==> config.mk <==
export PLATFORM = sky130hd
export DESIGN_NAME = nexys_starship_spawn_sched_flat
export DESIGN_NICKNAME = d
export VERILOG_FILES = /design/src/rtl/nexys_starship_spawn_sched_if.sv /design/src/rtl/nexys_starship_spawn_sched.sv /design/src/flat_wrapper.sv
export SDC_FILE = /design/constraint.sdc
export NUM_CORES = 1
export LEC_CHECK = 0
export CELL_PAD_IN_SITES_DETAIL_PLACEMENT = 1
export CELL_PAD_IN_SITES_GLOBAL_PLACEMENT = 2
export CORE_UTILIZATION = 32
export CTS_CLUSTER_SIZE = 8
export DETAILED_ROUTE_END_ITERATION = 8
export PLACE_DENSITY_LB_ADDON = 0.1
export SLEW_MARGIN = 10
export SYNTH_ARGS = -nofsm -noshare
export SYNTH_HDL_FRONTEND = slang
export SYNTH_SLANG_ARGS = --single-unit
==> constraint.sdc <==
create_clock -name Clk -period 4.2 [get_ports Clk]
set_input_delay 0.63 -clock Clk [delete_from_list [all_inputs] [get_ports Clk]]
set_output_delay 0.63 -clock Clk [all_outputs]
set_load 0.005 [all_outputs]
==> src/rtl/nexys_starship_spawn_sched_if.sv <==
// Spawn scheduler bus: game control, per-direction requests and clears,
// registered spawn pulses and occupancy status.
interface nexys_starship_spawn_sched_if;
  logic       game_en;
  logic       top_random;
  logic       btm_random;
  logic       left_random;
  logic       right_random;
  logic       top_clear;
  logic       btm_clear;
  logic       left_clear;
  logic       right_clear;
  logic       top_spawn;
  logic       btm_spawn;
  logic       left_spawn;
  logic       right_spawn;
  logic [3:0] active;
  logic [2:0] active_count;
  logic       cooling;

  modport master (
    output game_en,
    output top_random, btm_random,
    output left_random, right_random,
    output top_clear, btm_clear,
    output left_clear, right_clear,
    input  top_spawn, btm_spawn,
    input  left_spawn, right_spawn,
    input  active, active_count, cooling
  );

  modport slave (
    input  game_en,
    input  top_random, btm_random,
    input  left_random, right_random,
    input  top_clear, btm_clear,
    input  left_clear, right_clear,
    output top_spawn, btm_spawn,
    output left_spawn, right_spawn,
    output active, active_count, cooling
  );
endinterface

==> src/rtl/nexys_starship_spawn_sched.sv <==
// Monster spawn scheduler: sticky per-direction requests, round-robin
// grant under an active-population cap, fixed cooldown between spawns.
module nexys_starship_spawn_sched #(
  parameter int COOLDOWN   = 16,
  parameter int MAX_ACTIVE = 2
) (
  input logic Clk,
  input logic Reset_n,
  nexys_starship_spawn_sched_if.slave bus
);
  typedef enum logic [1:0] {
    IDLE,
    ARMED,
    COOL
  } state_t;

  localparam logic [7:0] CD_LOAD = 8'(COOLDOWN - 1);
  localparam logic [2:0] CAP     = 3'(MAX_ACTIVE);

  state_t     state, state_nx;
  logic [3:0] pending, pending_nx;
  logic [3:0] act, act_nx;
  logic [3:0] spawn, grant;
  logic [2:0] count;
  logic [1:0] ptr, ptr_nx;
  logic [7:0] cnt, cnt_nx;
  logic [3:0] rnd, clr, elig;
  logic [1:0] idx;
  logic       found;

  function automatic logic [2:0] pop4(input logic [3:0] v);
    return 3'(v[0]) + 3'(v[1]) + 3'(v[2]) + 3'(v[3]);
  endfunction

  assign rnd = {bus.right_random, bus.left_random,
                bus.btm_random, bus.top_random};
  assign clr = {bus.right_clear, bus.left_clear,
                bus.btm_clear, bus.top_clear};

  assign elig  = (pending | rnd) & ~act & ~clr;
  assign found = |elig;

  // Descending scan: the smallest offset from ptr wins.
  always_comb begin
    idx = ptr;
    for (int i = 3; i >= 0; i--) begin
      if (elig[ptr + 2'(i)]) idx = ptr + 2'(i);
    end
  end

  always_comb begin
    state_nx   = state;
    pending_nx = pending;
    act_nx     = act;
    ptr_nx     = ptr;
    cnt_nx     = cnt;
    grant      = '0;
    if (!bus.game_en) begin
      state_nx   = IDLE;
      pending_nx = '0;
      act_nx     = '0;
      ptr_nx     = '0;
      cnt_nx     = '0;
    end else begin
      unique case (state)
        IDLE: state_nx = ARMED;
        ARMED: begin
          pending_nx = pending | (rnd & ~act);
          act_nx     = act & ~clr;
          if (found && count < CAP) begin
            grant      = 4'b0001 << idx;
            pending_nx = pending_nx & ~grant;
            act_nx     = act_nx | grant;
            ptr_nx     = idx + 2'd1;
            cnt_nx     = CD_LOAD;
            state_nx   = COOL;
          end
        end
        COOL: begin
          pending_nx = pending | (rnd & ~act);
          act_nx     = act & ~clr;
          if (cnt == 8'd0) begin
            state_nx = ARMED;
          end else begin
            cnt_nx = cnt - 8'd1;
          end
        end
        default: state_nx = IDLE;
      endcase
    end
  end

  always_ff @(posedge Clk or negedge Reset_n) begin
    if (!Reset_n) begin
      state   <= IDLE;
      pending <= '0;
      act     <= '0;
      count   <= '0;
      spawn   <= '0;
      ptr     <= '0;
      cnt     <= '0;
    end else begin
      state   <= state_nx;
      pending <= pending_nx;
      act     <= act_nx;
      count   <= pop4(act_nx);
      spawn   <= grant;
      ptr     <= ptr_nx;
      cnt     <= cnt_nx;
    end
  end

  assign bus.top_spawn    = spawn[0];
  assign bus.btm_spawn    = spawn[1];
  assign bus.left_spawn   = spawn[2];
  assign bus.right_spawn  = spawn[3];
  assign bus.active       = act;
  assign bus.active_count = count;
  assign bus.cooling      = (state == COOL);
endmodule

==> src/flat_wrapper.sv <==
// flat-port wrapper written by rule: the top's interface ports become plain ports
module nexys_starship_spawn_sched_flat 
#(
  parameter int COOLDOWN   = 16,
  parameter int MAX_ACTIVE = 2
)
  (Clk, Reset_n, bus_game_en, bus_top_random, bus_btm_random, bus_left_random, bus_right_random, bus_top_clear, bus_btm_clear, bus_left_clear, bus_right_clear, bus_top_spawn, bus_btm_spawn, bus_left_spawn, bus_right_spawn, bus_active, bus_active_count, bus_cooling);
  nexys_starship_spawn_sched_if bus_i ();
  input logic Clk;
  input logic Reset_n;
  input wire logic [$bits(bus_i.game_en)-1:0] bus_game_en;
  input wire logic [$bits(bus_i.top_random)-1:0] bus_top_random;
  input wire logic [$bits(bus_i.btm_random)-1:0] bus_btm_random;
  input wire logic [$bits(bus_i.left_random)-1:0] bus_left_random;
  input wire logic [$bits(bus_i.right_random)-1:0] bus_right_random;
  input wire logic [$bits(bus_i.top_clear)-1:0] bus_top_clear;
  input wire logic [$bits(bus_i.btm_clear)-1:0] bus_btm_clear;
  input wire logic [$bits(bus_i.left_clear)-1:0] bus_left_clear;
  input wire logic [$bits(bus_i.right_clear)-1:0] bus_right_clear;
  output wire logic [$bits(bus_i.top_spawn)-1:0] bus_top_spawn;
  output wire logic [$bits(bus_i.btm_spawn)-1:0] bus_btm_spawn;
  output wire logic [$bits(bus_i.left_spawn)-1:0] bus_left_spawn;
  output wire logic [$bits(bus_i.right_spawn)-1:0] bus_right_spawn;
  output wire logic [$bits(bus_i.active)-1:0] bus_active;
  output wire logic [$bits(bus_i.active_count)-1:0] bus_active_count;
  output wire logic [$bits(bus_i.cooling)-1:0] bus_cooling;
  assign bus_i.game_en = bus_game_en;
  assign bus_i.top_random = bus_top_random;
  assign bus_i.btm_random = bus_btm_random;
  assign bus_i.left_random = bus_left_random;
  assign bus_i.right_random = bus_right_random;
  assign bus_i.top_clear = bus_top_clear;
  assign bus_i.btm_clear = bus_btm_clear;
  assign bus_i.left_clear = bus_left_clear;
  assign bus_i.right_clear = bus_right_clear;
  assign bus_top_spawn = bus_i.top_spawn;
  assign bus_btm_spawn = bus_i.btm_spawn;
  assign bus_left_spawn = bus_i.left_spawn;
  assign bus_right_spawn = bus_i.right_spawn;
  assign bus_active = bus_i.active;
  assign bus_active_count = bus_i.active_count;
  assign bus_cooling = bus_i.cooling;
  nexys_starship_spawn_sched #(.COOLDOWN(COOLDOWN), .MAX_ACTIVE(MAX_ACTIVE)) u_core (.Clk(Clk), .Reset_n(Reset_n), .bus(bus_i));
endmodule
==> impl_metrics.yaml, run 1 <==
run_status:
  status: "completed"
clock_tree:
  cts_buffer_depth: 2
  ctsResizeCount: 0
  cts-hold-fix-buffers: 0
  post_cts_buffers: 0
  clkSinkCount: 27
  clock-root-buffer: "clkbuf_8"
  cts_max_level: 1
  path_clk_slew_ns: 0.10
  cts_made_buffers: 3
  cts_tree: "built"
  clk_latency_ns: 0.28
timing:
  min_period_ns: 3.69
  clock-skew-final_ns: 0.00558
  drv_slew: 0
  final-setup-viol-count: 0
  period_share_pct: 87.8
  fin_tns_setup_ns: 0
  rsz0062_at_grt: "no"
  timing.slew.headroom_pct: 31.7
  worst_pin_slew_ns: 1.02
  fmax_ghz: 0.271
  hold_viol_final: 0
pwr:
  peakVddDrop_mv: 0.198
  power_density_nw_per_um2: 581
  power_leakage_nw: 0.875
routing:
  drt-vias-per-instance: 5.57
  ant_nets: 0
  drc: 0
  vias: 1454
  firstDrtPassIters: 5
  wirelength_mm: 4.53
  drt_iter0_markers: 74
  avgRoutedWirePerCell_um: 17.3
logic_synthesis:
  synth-edff-count: 0
  yosysSeqAreaShare_pct: 42.0
  synth_cell_types: 38
  synth-compound-area-share_pct: 22.8
  synth-simple-area-share_pct: 21.1
  synthXorXnorAreaFrac_pct: 0
  syn_area_sq_um: 1610
  yosysWarnings: 0
  synth-seq-cells: 27
  synth_mux_area_share_pct: 0.622
  synthArstFlopShare_pct: 100
  ys.flop_type: "dfrtp_1"
  synth_top_family_by_area: "compound AO/OA/AOI/OAI gates"
  syn_area_per_cell_sq_um: 9.47
  synth_fa_ha_area_share_pct: 10.6
  synthesis.nets: 194
  synthCells: 170
floorplan:
  core-area_sq_um: 4790
  boundaryPins: 23
  fp-row-count: 25
  die_area_sq_um: 5320
  die_y_um: 72.9
  start_util_pct: 33.6
  die_x_um: 72.9
cells_and_area:
  layout_common_cells: "27 x dfrtp_1, 22 x clkdlybuf4s50_1, 15 x nor2_1"
  diodes: 0
  layout_commonest_cell: "dfrtp_1"
  layout-drive-gt1-share_pct: 10.3
  final_util_pct: 41.2
  syn_to_final_growth_pct: 22.4
  fin_nets: 219
  fill_cells: 558
  fin_cells: 261
grt:
  grt_max_degree: 24
  grt_pass1_wl_mm: 7.67
  overflow: 0
  antenna_found_initial: 0
  grt_pass1_vias: 1530
  grt_usage_pct: 18.8
setup_path:
  crit_fanout: 6
  ff2ff_setup_slack_ns: 0.87
  crit_path_end: "u_core.bus.active_count[1]$_DFF_PN0_"
  crit_start: "bus_right_random"
  r2r-start: "u_core.bus.active[3]$_DFF_PN0_"
  r2r-end: "u_core.bus.active_count[1]$_DFF_PN0_"
  critical_path_class: "input port to register"
  required_ns: 4.37
  worstRegToRegCells: 10
  worstPathArrival_ns: 3.86
  start_kind: "input port"
  end_kind: "register"
placement:
  portBuffers: 22
  place.gp.congestion: 0.924
  dpl.cell_count: 257
  dpl.hpwl_mm: 3.42
worst_hold_path:
  hp-class: "register to register"
run:
  cap_viol_max_count: 0
[state kept, by name, indices dropped and copies added, names as in the netlist]
register                 count
u_core.pending               4
u_core.ptr                   2
u_core.state                 2
u_core.bus.active_count      3
u_core.bus.active            4
u_core.cnt                   8
u_core.spawn                 4
[logic make-up (layout without fill, tap and decap cells)]
group | count (synthesis) | count (layout)
AOI/OAI and AO/OA | 53 | 53
DFF | 27 | 27
buffers and inverters | 13 | 37
and+or+nand+nor | 63 | 63
muxes | 1 | 1
adders and majority gates | 13 | 13
[layout make-up]
class | count | area, sq um | share of cell area, %
multi-input cells | 130 | 886 | 45.0
flip-flops and latches | 27 | 676 | 34.3
repair buffers | 26 | 250 | 12.7
well taps | 67 | 83.8 | 4.25
clock buffers | 3 | 41.3 | 2.10
inverters | 7 | 26.3 | 1.33
clock inverters | 1 | 7.51 | 0.381
[cells in the mapped netlist, drive strengths merged (4+ instances only)]
| cell | count | area share, % |
|---|---|---|
| or2 | 7 | 2.7 |
| inv | 6 | 1.4 |
| a32oi | 4 | 2.2 |
| a21oi | 8 | 2.5 |
| nor3b | 4 | 1.9 |
| ha | 12 | 9.3 |
| o21ai | 14 | 4.4 |
| clkbuf | 6 | 1.4 |
| a211oi | 4 | 1.9 |
| or3 | 6 | 2.6 |
| dfrtp | 27 | 42 |
| nor2 | 15 | 3.5 |
| and3 | 6 | 2.3 |
| nand2 | 11 | 2.6 |
[per-layer routing]
| metal | GRT usage, % | wire, um | vias to the layer above |
|---|---|---|---|
| met5 | 0 | 0 | - |
| met4 | 6.54 | 53 | 0 |
| li1 | - | - | 682 |
| met3 | 2.90 | 152 | 6 |
| met1 | 26.0 | 2300 | 737 |
| met2 | 30.0 | 2020 | 29 |
[how the worst min path moves through the flow]
stage,startpoint,to,cells past startpoint,slack [ns]
after global placement,u_core.cnt[7]$_DFFE_PN0P_,u_core.cnt[7]$_DFFE_PN0P_,2,0.56
after global routing,u_core.cnt[7]$_DFFE_PN0P_,u_core.cnt[7]$_DFFE_PN0P_,2,0.61
after floorplan,Reset_n,u_core.bus.active[0]$_DFF_PN0_,0,0.33
after CTS,u_core.cnt[7]$_DFFE_PN0P_,u_core.cnt[7]$_DFFE_PN0P_,2,0.58
after detailed placement,u_core.cnt[7]$_DFFE_PN0P_,u_core.cnt[7]$_DFFE_PN0P_,2,0.56
final,u_core.pending[2]$_DFFE_PN0P_,u_core.pending[2]$_DFFE_PN0P_,2,0.58
[through the flow]
step	total power [mW]	hold slack [ns]	instance area, sq um	setup slack [ns]
3_5_place_dp	0.982	0.562	1920	0.224
2_1_floorplan	0.781	0.334	1610	0.795
3_3_place_gp	0.964	0.558	1920	0.364
6_report	1.14	0.582	1970	0.514
5_1_grt	1.24	0.613	1970	0.352
4_1_cts	1.14	0.583	1970	0.522
[report_power, final]
part           internal (mW)  switching, mW  leakage (nW)
logic                  0.249          0.352         0.486
clock network         0.0675         0.0894        0.0217
registers              0.324         0.0633         0.367
[critical path, stage by stage]
cell             delay (ns)
clkdlybuf4s50_1        0.47
nor2_1                 0.05
or3_1                  0.41
o2bb2ai_1              0.19
a222oi_1               0.46
inv_1                  0.12
ha_1                   0.26
a32oi_1                0.18
nor2_1                 0.07
ha_1                   0.31
fa_1                   0.43
ha_1                   0.28
Power figures use the tool's default switching activity.
==> run 2, diff against run 1 <==
--- a/config.mk
+++ b/config.mk
@@ -5,12 +5,14 @@
 export SDC_FILE = /design/constraint.sdc
 export NUM_CORES = 1
 export LEC_CHECK = 0
+export ABC_AREA = 1
 export CELL_PAD_IN_SITES_DETAIL_PLACEMENT = 1
 export CELL_PAD_IN_SITES_GLOBAL_PLACEMENT = 2
-export CORE_UTILIZATION = 32
+export CORE_UTILIZATION = 33
 export CTS_CLUSTER_SIZE = 8
 export DETAILED_ROUTE_END_ITERATION = 8
 export PLACE_DENSITY_LB_ADDON = 0.1
+export SETUP_SLACK_MARGIN = 0.3
 export SLEW_MARGIN = 10
 export SYNTH_ARGS = -nofsm -noshare
 export SYNTH_HDL_FRONTEND = slang
==> impl_metrics.yaml, run 2 <==
routing:
  ant_nets: 0
  drt-vias-per-instance: 4.71
  wirelength_mm: 4.85
  vias: 1526
  drt_iter0_markers: 37
  avgRoutedWirePerCell_um: 15.0
  drc: 0
  firstDrtPassIters: 4
placement:
  placed_area_sq_um: 2170
  place.gp.congestion: 0.794
  dpl.hpwl_mm: 3.80
  portBuffers: 22
timing:
  fin_tns_setup_ns: 0
  hold_viol_final: 0
  final-setup-viol-count: 0
  min_period_ns: 3.38
  timing.slew.headroom_pct: 65.9
  worst_pin_slew_ns: 0.509
  clock-skew-final_ns: 0.00725
  drv_slew: 0
  period_share_pct: 80.4
  rsz0062_at_grt: "no"
  fmax_ghz: 0.296
logic_synthesis:
  syn_area_sq_um: 1860
  yosysSeqAreaShare_pct: 36.2
  synth-edff-count: 0
  syn_area_per_cell_sq_um: 8.21
  synthTopCellsByCount: "47 x nand2_1, 27 x dfrtp_1, 27 x inv_1, 15 x nor2_1, 14 x nand3_1"
  synthArstFlopShare_pct: 100
  synthesis.nets: 251
  synth_most_common_cell: "nand2_1"
  ys_top_cells_by_area: "dfrtp_1 36%, nand2_1 9.5%, ha_1 8.1%"
  ys.flop_type: "dfrtp_1"
  yosys.area.top_type: "dfrtp_1"
  synth-seq-cells: 27
  yosysWarnings: 0
  synthCells: 227
  synth_cell_types: 35
  synth_top_area_share_pct: 36.2
grt:
  grt_max_degree: 28
  grt_usage_pct: 17.9
  grt_pass1_vias: 1578
  overflow: 0
  antenna_found_initial: 0
  grt_pass1_wl_mm: 8.30
cells_and_area:
  diodes: 0
  final_area_sq_um: 2220
  layout_common_cells: "47 x nand2_1, 27 x inv_1, 27 x dfrtp_1"
  fin_nets: 277
  layout_commonest_cell: "nand2_1"
  top_register: "u_core.cnt"
  layout-drive-gt1-share_pct: 18.3
  multi_input_area_sq_um: 1020
  final_util_pct: 40.5
  syn_to_final_growth_pct: 18.9
  seqCellArea_sq_um: 676
  largest_reg_flops: 8
  fill_cells: 678
clock_tree:
  clk_latency_ns: 0.28
  path_clk_slew_ns: 0.10
  cts_tree: "built"
  clock-root-buffer: "clkbuf_8"
  cts_made_buffers: 3
  clkSinkCount: 27
  post_cts_buffers: 0
  ctsResizeCount: 0
  cts_max_level: 1
  cts_buffer_depth: 2
  cts-hold-fix-buffers: 0
floorplan:
  die_y_um: 77.2
  die_area_sq_um: 5950
  start_util_pct: 34.1
  die_x_um: 77.2
  fp-row-count: 27
  core-area_sq_um: 5470
  boundaryPins: 23
setup_path:
  crit_path_end: "u_core.bus.active_count[1]$_DFF_PN0_"
  end_kind: "register"
  required_ns: 4.37
  critical_path.most_common_cell: "nand2_1"
  worstPathArrival_ns: 3.54
  max_stage_delay_ns: 0.47
  path_cells: "clkdlybuf4s50_1, inv_1, nand2_1, nand3_1, nand2_1, nand2_1, nand2_1, inv_2, o21ai_2, nand2_1, nand2_1, nand2_2, inv_1, ha_1, nand4_1, a21oi_1, ha_1, fa_1, ha_1"
  r2r-start: "u_core.ptr[0]$_DFFE_PN0P_"
  cp_slowest_cell: "clkdlybuf4s50_1"
  crit_fanout: 4
  ff2ff_setup_slack_ns: 1.05
  critical_path_class: "input port to register"
  crit_start: "bus_top_random"
  start_kind: "input port"
  worstRegToRegCells: 17
  r2r-end: "u_core.bus.active_count[1]$_DFF_PN0_"
worst_hold_path:
  min_path_cells: 2
  hp-class: "register to register"
pwr:
  power_leakage_nw: 1.04
  peakVddDrop_mv: 0.233
  power_density_nw_per_um2: 667
  power_mw: 1.48
run_status:
  status: "completed"
run:
  cap_viol_max_count: 0
==> run 2: changes by cell type in the layout (fill, tap and decap cells not counted), sizes merged, moves of 5 or more <==
| cell | before | now |
|---|---|---|
| nand4 | 1 | 11 |
| or2 | 7 | 0 |
| o21ai | 14 | 21 |
| or3 | 6 | 0 |
| inv | 6 | 35 |
| nor2 | 15 | 22 |
| nand2 | 11 | 55 |
| and3 | 6 | 0 |
| nand3 | 3 | 17 |
| xor2 | 0 | 5 |
==> run 2: cell type report <==
cell class / count / share of cell area, %
multi-input combinational: 162 / 46.2
tap: 72 / 4.07
clock buffer: 3 / 1.86
clock inverter: 1 / 0.395
inverter: 35 / 6.38
sequential: 27 / 30.5
timing repair buffer: 24 / 10.6
==> run 2: metal layers <==
metal  share of wire (%)  global-route usage (%)  vias to the layer above
li1                    -                       -                      794
met1                  54                    26.6                      707
met2                  43                    27.7                       21
met3                 2.5                    2.38                        4
met4                0.47                    2.83                        0
met5                   0                       0                        -
==> run 2: metrics by stage <==
stage	instances	worst slack [ns]	hold WS [ns]
final	324	0.825	0.565
after floorplan	227	1.31	0.334
after detailed placement	320	0.507	0.543
after global placement	320	0.613	0.535
after CTS	324	0.818	0.570
after global routing	324	0.564	0.607
==> run 2: worst min path at each step <==
stage / from / endpoint / slack, ns
after floorplan: Reset_n / u_core.bus.active[0]$_DFF_PN0_ / 0.33
after global placement: u_core.cnt[0]$_DFFE_PN0P_ / u_core.cnt[0]$_DFFE_PN0P_ / 0.53
after detailed placement: u_core.cnt[7]$_DFFE_PN0P_ / u_core.cnt[7]$_DFFE_PN0P_ / 0.54
after CTS: u_core.pending[3]$_DFFE_PN0P_ / u_core.pending[3]$_DFFE_PN0P_ / 0.57
after global routing: u_core.cnt[7]$_DFFE_PN0P_ / u_core.cnt[7]$_DFFE_PN0P_ / 0.61
final: u_core.pending[3]$_DFFE_PN0P_ / u_core.pending[3]$_DFFE_PN0P_ / 0.56
==> run 2: kinds of logic after synthesis <==
group	share of synthesized area, %
flip-flops	36.2
AND/OR/NAND/NOR	30.1
buffers and inverters	8.86
XOR/XNOR	2.35
adder cells (fa/ha/maj)	9.13
AO/OA/AOI/OAI	13.3
==> run 2: critical path, delay by kind of cell <==
| kind | cells | cell delay, ns |
|---|---|---|
| AO/OA/AOI/OAI | 2 | 0.26 |
| adder cells (fa/ha/maj) | 4 | 1.18 |
| AND/OR/NAND/NOR | 9 | 0.83 |
| buffers and inverters | 4 | 0.65 |
==> run 2: report_power, final <==
part | internal, mW | leakage, nW | total, mW | switching (mW)
Clock | 0.0698 | 0.0261 | 0.161 | 0.0917
Sequential | 0.330 | 0.365 | 0.400 | 0.0702
Combinational | 0.333 | 0.654 | 0.916 | 0.582
Total | 0.733 | 1.04 | 1.48 | 0.744
==> run 3, diff against run 2 <==
--- a/config.mk
+++ b/config.mk
@@ -8,7 +8,7 @@
 export ABC_AREA = 1
 export CELL_PAD_IN_SITES_DETAIL_PLACEMENT = 1
 export CELL_PAD_IN_SITES_GLOBAL_PLACEMENT = 2
-export CORE_UTILIZATION = 33
+export CORE_UTILIZATION = 30
 export CTS_CLUSTER_SIZE = 8
 export DETAILED_ROUTE_END_ITERATION = 8
 export PLACE_DENSITY_LB_ADDON = 0.1
==> constraint.sdc (replaced) <==
create_clock -name Clk -period 2.85 [get_ports Clk]
set_input_delay 0.4275 -clock Clk [delete_from_list [all_inputs] [get_ports Clk]]
set_output_delay 0.4275 -clock Clk [all_outputs]
set_load 0.005 [all_outputs]
==> impl_metrics.yaml, run 3 (synthesis results as in run 2) <==
pwr:
  power_density_nw_per_um2: 1020
  swShare_pct: 47.8
  peakVddDrop_mv: 0.379
  netSwitchingPower_mw: 1.25
  p_seq_share_pct: 22.3
  p_clk_share_pct: 8.8
  combPwrFrac_pct: 68.9
  power_mw: 2.62
  internal-power_mw: 1.37
  power_leakage_nw: 1.21
setup_path:
  crit_fanout: 5
  path_cells: "buf_6, nand3_4, nand2_4, buf_4, buf_4, a32oi_1, and2_4, inv_4, ha_4, nand4_1, a21oi_2, ha_1, fa_2, ha_4"
  cp_slowest_cell: "dfrtp_2"
  required_ns: 3.08
  start_kind: "register"
  ff2ff_setup_slack_ns: 0.09
  max_stage_delay_ns: 0.46
  worstPathArrival_ns: 2.99
  end_kind: "register"
  critical_path_class: "register to register"
cells_and_area:
  final_util_pct: 43.2
  fin_nets: 307
  fin_cells: 357
  fill_cells: 737
  layout-drive-gt1-share_pct: 36.9
  layout_common_cells: "38 x nand2_1, 31 x buf_4, 25 x dfrtp_1"
  largest_reg_flops: 8
  syn_to_final_growth_pct: 38.0
  final_area_sq_um: 2570
  top_register: "u_core.cnt"
  diodes: 0
  layout_commonest_cell: "nand2_1"
run_status:
  status: "completed"
clock_tree:
  cts_max_level: 1
  cts_tree: "built"
  cts-hold-fix-buffers: 0
  cts_buffer_depth: 2
  path_clk_slew_ns: 0.10
  clock-root-buffer: "clkbuf_8"
  clk_latency_ns: 0.28
  clkSinkCount: 27
  cts_made_buffers: 3
timing:
  min_period_ns: 2.76
  whs_ns: 0.518
  rsz0062_at_grt: "yes"
  fmax_ghz: 0.362
  clock-skew-final_ns: 0.00815
  final-setup-viol-count: 0
  worst_pin_slew_ns: 0.386
  drv_slew: 0
  timing.slew.headroom_pct: 74.3
  fin_tns_setup_ns: 0
  period_share_pct: 97.0
  hold_viol_final: 0
  finalWorstSetupSlack_ns: 0.0866
run:
  cap_viol_max_count: 0
routing:
  vias: 1686
  drt_iter0_markers: 44
  met2_length_mm: 2.57
  drc: 0
  wl_met1_mm: 2.72
  wirelength_mm: 5.42
  wl_met3_um: 73
  firstDrtPassIters: 3
  drt-vias-per-instance: 4.72
  maxUsedRoutingLayer: "met4"
  avgRoutedWirePerCell_um: 15.2
  ant_nets: 0
floorplan:
  die_x_um: 80.8
  boundaryPins: 23
  die_y_um: 80.8
  start_util_pct: 31.3
  fp-row-count: 28
  core-area_sq_um: 5960
  die_area_sq_um: 6530
grt:
  grt_pass1_wl_mm: 8.98
  grt_pass1_vias: 1752
  antenna_found_initial: 0
  grt_max_degree: 28
  overflow: 0
  grt_usage_pct: 18.4
placement:
  dpl.hpwl_mm: 4.17
  place.gp.congestion: 0.788
  portBuffers: 22
  dp_slack_ns: -0.487
  placed_area_sq_um: 2360
  dpl.cell_count: 343
worst_hold_path:
  hp-class: "input port to asynchronous set/reset pin"
[run 3: changes by cell type in the layout (fill, tap and decap cells not counted), moves of 5 or more]
cell             change
clkdlybuf4s50_1      -8
nand2_1              -9
buf_4               +29
dlygate4sd2_1        +8
nand3_1              -7
nand3_2              +5
nand2_2              +6
[run 3: final cells by class]
class | instances | area (sq um) | area share, %
tap | 75 | 93.8 | 3.65
multi-input combinational | 162 | 1150 | 44.8
sequential | 27 | 678 | 26.4
inverter | 35 | 146 | 5.69
clock buffer | 3 | 41.3 | 1.61
clock inverter | 1 | 5.00 | 0.195
timing repair buffer | 54 | 454 | 17.7
[run 3: layer usage]
layer	global-route usage (%)	vias up
met5	0	-
li1	-	857
met3	2.02	5
met1	25.9	814
met4	4.82	0
met2	29.7	10
[run 3: final timing paths]
check | end | from | cells after the start
worst min register to register | u_core.cnt[0]$_DFFE_PN0P_ | u_core.cnt[0]$_DFFE_PN0P_ | 2
worst max-delay path | u_core.bus.active_count[1]$_DFF_PN0_ | u_core.ptr[0]$_DFFE_PN0P_ | 14
max in group asynchronous | u_core.ptr[1]$_DFFE_PN0P_ | Reset_n | 2
worst max register to register | u_core.bus.active_count[1]$_DFF_PN0_ | u_core.ptr[0]$_DFFE_PN0P_ | 14
worst min-delay path | u_core.ptr[0]$_DFFE_PN0P_ | Reset_n | 2
min in group Clk | u_core.cnt[0]$_DFFE_PN0P_ | u_core.cnt[0]$_DFFE_PN0P_ | 2
[run 3: repair_timing]
action,CTS,global route
setup endpoints to repair,3,3
gates resized for setup,28,7
pin swaps,22,18
setup buffers,7,3
hold endpoints to repair,0,0
[run 3: worst max-delay path, delay by kind of cell (launching register included)]
| family | cells | cell delay [ns] |
|---|---|---|
| and+or+nand+nor | 4 | 0.47 |
| adders and majority gates | 4 | 1.09 |
| DFF | 1 | 0.46 |
| AOI/OAI and AO/OA | 2 | 0.24 |
| buffers and inverters | 4 | 0.44 |
[run 3: power groups by stage]
| stage | clock network, mW | logic (mW) | registers [mW] |
|---|---|---|---|
| final | 0.232 | 1.80 | 0.583 |
| after global routing | 0.256 | 2.00 | 0.596 |
| after CTS | 0.246 | 1.74 | 0.581 |
| after detailed placement | 0 | 1.60 | 0.586 |
| after global placement | 0 | 1.60 | 0.583 |
| after floorplan | 0 | 1.05 | 0.564 |
